===== config.mk =====
export PLATFORM = sky130hd
export DESIGN_NAME = alu_exec_unit
export DESIGN_NICKNAME = d
export VERILOG_FILES = /design/src/rtl/alu_exec_unit.sv
export SDC_FILE = /design/constraint.sdc
export NUM_CORES = 1
export LEC_CHECK = 0
export ABC_AREA = 1
export CORE_MARGIN = 2
export CORE_UTILIZATION = 60
export CTS_CLUSTER_SIZE = 25
export DETAILED_ROUTE_END_ITERATION = 8
export PLACE_DENSITY = 0.81
export REMOVE_ABC_BUFFERS = 1
export SYNTH_ARGS = -nofsm -noshare
export SYNTH_HDL_FRONTEND = slang
export SYNTH_SLANG_ARGS = --single-unit

===== constraint.sdc =====
create_clock -name clk -period 4.4 [get_ports clk]
set_input_delay 1.32 -clock clk [delete_from_list [all_inputs] [get_ports clk]]
set_output_delay 1.32 -clock clk [all_outputs]
set_load 0.02 [all_outputs]

===== src/rtl/alu_exec_unit.sv =====
// alu_exec_unit
// Execution unit driven by the 4-bit ALU control code.
// Most operations finish in one cycle. MUL runs a WIDTH-iteration shift-add
// multiplier, and busy stays high while it runs. Every result is registered
// and announced with a one-cycle done pulse.
module alu_exec_unit #(
  parameter int WIDTH = 32
) (
  input  logic             clk,
  input  logic             reset_n,
  input  logic             start,
  input  logic [3:0]       alucontrol,
  input  logic             sign,
  input  logic [WIDTH-1:0] a,
  input  logic [WIDTH-1:0] b,
  input  logic [4:0]       shamt,
  output logic             busy,
  output logic             done,
  output logic [WIDTH-1:0] result,
  output logic             zero,
  output logic             overflow
);

  // Operation codes produced by the ALU control decoder.
  localparam logic [3:0] OP_AND = 4'b0000;
  localparam logic [3:0] OP_OR  = 4'b0001;
  localparam logic [3:0] OP_ADD = 4'b0010;
  localparam logic [3:0] OP_SLL = 4'b0011;
  localparam logic [3:0] OP_SUB = 4'b0110;
  localparam logic [3:0] OP_SLT = 4'b0111;
  localparam logic [3:0] OP_NOR = 4'b1100;
  localparam logic [3:0] OP_MUL = 4'b1111;

  // The iteration counter only has to reach WIDTH-1.
  localparam int CNT_W = (WIDTH > 1) ? $clog2(WIDTH) : 1;

  typedef enum logic {
    S_IDLE,
    S_MULT
  } state_t;

  state_t           state_q;
  logic [WIDTH-1:0] mcand_q;
  logic [WIDTH-1:0] mplier_q;
  logic [WIDTH-1:0] acc_q;
  logic [CNT_W-1:0] count_q;
  logic [WIDTH-1:0] result_q;
  logic             zero_q;
  logic             overflow_q;
  logic             done_q;

  logic [WIDTH-1:0] sum;
  logic [WIDTH-1:0] diff;
  logic             a_lt_b;
  logic [WIDTH-1:0] alu_res;
  logic             alu_ovf;
  logic [WIDTH-1:0] acc_d;
  logic             last_iter;

  // Single-cycle datapath: result and signed-overflow flag for the live operands.
  always_comb begin
    // NOTE: every output of this block gets a default first, so no path can leave
    // it unassigned and infer a latch.
    alu_res = '0;
    alu_ovf = 1'b0;
    sum     = a + b;
    diff    = a - b;
    a_lt_b  = sign ? ($signed(a) < $signed(b)) : (a < b);
    case (alucontrol)
      OP_ADD: begin
        alu_res = sum;
        // The sum overflows when both operands share a sign that the sum lacks.
        alu_ovf = sign & (a[WIDTH-1] == b[WIDTH-1]) & (sum[WIDTH-1] != a[WIDTH-1]);
      end
      OP_SUB: begin
        alu_res = diff;
        // The difference overflows when the operand signs differ and the
        // result takes the sign of b.
        alu_ovf = sign & (a[WIDTH-1] != b[WIDTH-1]) & (diff[WIDTH-1] != a[WIDTH-1]);
      end
      OP_AND:  alu_res = a & b;
      OP_OR:   alu_res = a | b;
      OP_NOR:  alu_res = ~(a | b);
      OP_SLT:  alu_res = {{(WIDTH-1){1'b0}}, a_lt_b};
      OP_SLL:  alu_res = b << shamt;
      default: alu_res = '0;   // unknown codes, and MUL, which never uses this path
    endcase
  end

  // One shift-add step: conditionally add the multiplicand, and flag the final step.
  always_comb begin
    acc_d     = mplier_q[0] ? (acc_q + mcand_q) : acc_q;
    last_iter = (count_q == CNT_W'(WIDTH - 1));
  end

  // Control FSM with registered result, flags and done pulse.
  always_ff @(posedge clk or negedge reset_n) begin
    if (!reset_n) begin
      // NOTE: the multiplier working registers are cleared along with the
      // outputs, so an aborted multiply leaves no residue.
      state_q    <= S_IDLE;
      mcand_q    <= '0;
      mplier_q   <= '0;
      acc_q      <= '0;
      count_q    <= '0;
      result_q   <= '0;
      zero_q     <= 1'b1;
      overflow_q <= 1'b0;
      done_q     <= 1'b0;
    end else begin
      // NOTE: non-blocking assignments make every register here take its value
      // from the state before the edge, independent of statement order.
      done_q <= 1'b0;
      case (state_q)
        S_IDLE: begin
          if (start) begin
            if (alucontrol == OP_MUL) begin
              mcand_q  <= a;
              mplier_q <= b;
              acc_q    <= '0;
              count_q  <= '0;
              state_q  <= S_MULT;
            end else begin
              result_q   <= alu_res;
              zero_q     <= (alu_res == '0);
              overflow_q <= alu_ovf;
              done_q     <= 1'b1;
            end
          end
        end
        S_MULT: begin
          acc_q    <= acc_d;
          mcand_q  <= mcand_q << 1;
          mplier_q <= mplier_q >> 1;
          count_q  <= count_q + 1'b1;
          if (last_iter) begin
            result_q   <= acc_d;
            zero_q     <= (acc_d == '0);
            overflow_q <= 1'b0;
            done_q     <= 1'b1;
            state_q    <= S_IDLE;
          end
        end
        default: state_q <= S_IDLE;
      endcase
    end
  end

  assign busy     = (state_q == S_MULT);
  assign done     = done_q;
  assign result   = result_q;
  assign zero     = zero_q;
  assign overflow = overflow_q;

endmodule


==> impl_metrics.json <==
{
  "finalCriticalPeriod_ns": 4.15,
  "synth.largest_area_cell": "dfrtp_1",
  "status": "finished, final reports clean",
  "worstHoldEndpoint": "zero",
  "ios": 113,
  "ys_types": 51,
  "fmax_ghz": 0.241,
  "cp.required_ns": 4.78,
  "relSlewSlack_pct": 38.1,
  "synth_cells": 2754,
  "finalPower_uw": 10000,
  "async_reset_ff_share_pct": 100,
  "cp_max_fo": 9,
  "critPathCaptureType": "flip-flop",
  "viasPerCell": 6.11,
  "rows": 60,
  "reg2regPathDepth": 15,
  "final-hold-violation-count": 0,
  "startpoint": "b[9]",
  "clk_pin_slew_worst_paths_ns": 0.07,
  "tns_ns": 0,
  "drt.antenna.violating_nets": 0,
  "vias": 20184,
  "dieHeight_um": 168,
  "start_util_pct": 60.6,
  "leakage_uw": 0.0101,
  "hold-worst-slack_ns": 0.499,
  "initialDrtViolationCount": 2404,
  "synth_top_flop_cell": "dfrtp_1",
  "cts_hold_buf": 0,
  "synth.most_common_cell": "nand2_1",
  "post-cts-setup-buffers": 0,
  "worstSetupStartpointType": "input pin",
  "finalSetupViolCount": 0,
  "drv_slew": 0,
  "min_path_type": "flip-flop to flip-flop",
  "stdcell_count": 3304,
  "power_density_nw_per_um2": 522,
  "antenna_found_initial": 2,
  "r2r-start": "mcand_q[0]",
  "yosysTopAreaCellShare_pct": 21.0,
  "root_buffer": "clkbuf_16",
  "r2r_slack_ns": 1.36,
  "yosysSeqAreaShare_pct": 21.2,
  "grt_pass1_wl_um": 101000,
  "whs_path_depth": 2,
  "grt_max_degree": 78,
  "max_cap_violations": 0,
  "cts_tree": "built",
  "crit_type": "input pin to flip-flop",
  "diodes": 0,
  "hp-start": "zero",
  "placed_cell_area_sq_um": 18600,
  "nNetsFinal": 3167,
  "finalCritPeriodShare_pct": 94.3,
  "drt_first_pass_iters": 6,
  "cp_data_arrival_time_ns": 4.53,
  "synth_area_sq_um": 16200,
  "synth_commonest_cells": "nand2_1, inv_1, nand3_1, nor2_1, o21ai_0",
  "die_area_sq_um": 28300,
  "peakVddDrop_uv": 266,
  "area_delta_synth_final_pct": 18.4,
  "cts.sinks": 137,
  "cts_max_level": 4,
  "cts_buffers": 17,
  "grt_overflow": 0,
  "syn_avg_cell_area_sq_um": 5.88,
  "cts_resized": 0,
  "tightestPinTransition_ns": 0.928,
  "clk_latency_ns": 0.44,
  "routed_wl_um": 65500,
  "dp_cells": 3273,
  "ys_ff_latch": 137,
  "coreArea_sq_um": 26700,
  "place.gp.congestion": 1.18,
  "grtUsageTotal_pct": 45.9,
  "synth_edf_count": 0,
  "yosysWarnings": 0,
  "clk_path_buf_depth": 2,
  "netlist_top_cells_area": "dfrtp_1, nand2_1, nand3_1",
  "drive_gt1_share_pct": 7.96,
  "routedWlPerCell_um": 19.8,
  "fin_skew_ns": 0.0156,
  "drc_errors": 0,
  "place_hpwl_um": 52800,
  "grt_pass1_vias": 18922,
  "rsz0062_at_grt": "no",
  "worstReg2RegEnd": "zero",
  "stdcell_area_sq_um": 19200,
  "io_buffers": 112,
  "die_w_um": 168
}
## worst max-delay path, stage by stage
cell	delay (ns)
clkdlybuf4s50_1	0.50
inv_1	0.09
ha_1	0.52
nand2_1	0.17
inv_1	0.10
nand2_1	0.13
nor3_1	0.16
nand2_1	0.12
nand2_1	0.17
nand2_1	0.07
nand3_1	0.06
nand2_1	0.06
nor2_1	0.25
nand3_1	0.12
nor2_1	0.18
nand3_1	0.10
nor2_1	0.10
nand3_1	0.08
nand2_1	0.06
nand2_1	0.06
nand2_1	0.09
## kinds of logic (layout without fill, tap and decap cells)
group,after synthesis,in the layout,share of synthesized area [%]
flip-flops,137,137,21.2
buffers and inverters,492,701,12.1
adder cells (fa/ha/maj),139,139,10.9
XOR/XNOR,5,5,0.270
AO/OA/AOI/OAI,417,417,15.1
AND/OR/NAND/NOR,1564,1564,40.5
## per-stage QoR
stage	setup WS, ns	util, %
floorplan	-1.89	-
global placement	-0.0779	69.5
detailed placement	-0.108	69.5
CTS	0.328	71.8
global route	0.0472	71.8
finish	0.252	71.8
## placed cells by master (no fill, tap or decap), types with 17 or more instances in the layout
cell type and count:
nand2_1 817, inv_1 381, nand3_1 374, nor2_1 272, buf_4 169, o21ai_0 138, ha_1 136, dfrtp_1 135
a21oi_1 120, clkdlybuf4s50_1 111, o22ai_1 43, o211ai_1 41, nand4_1 35, nor3_1 27, clkbuf_16 17
## routing by layer
layer  track usage (%)  wire length, um  share of wire (%)  up-vias
met3              10.5             7930                 12      255
met4              24.2             3830                5.9        4
met5                 0               23              0.035        -
li1                  -                -                  -     9394
met2              72.8            28700                 44     1331
met1              58.4            25000                 38     9200
## final cells by class
cell class / instances / area (sq um)
clock buffers: 17 / 425
well taps: 341 / 427
clock inverters: 14 / 184
multi-input cells: 2125 / 10800
repair buffers: 283 / 2430
fillers: 2298 / 7540
flip-flops and latches: 137 / 3430
inverters: 387 / 1450
## power breakdown
group          switching, uW  internal [uW]  total, uW  leakage [uW]
logic                   4050           2140       6190       0.00822
clock network            672            908       1580      0.000303
registers                424           1820       2240       0.00161
total                   5150           4870      10000        0.0101
## flip-flops by register name (all words and copies together) (netlist names)
register and cells:
result 32, acc_q 32, mplier_q 32, busy 1, zero 1, overflow 1, done 1, count_q 5
mcand_q 32
## worst max path at each step
stage                       to  cells past startpoint
floorplan           count_q[1]                      4
global placement          zero                     22
detailed placement        zero                     22
CTS                       zero                     22
global route              zero                     20
finish                    zero                     21
Note: power is estimated with default switching activity, not from simulation.
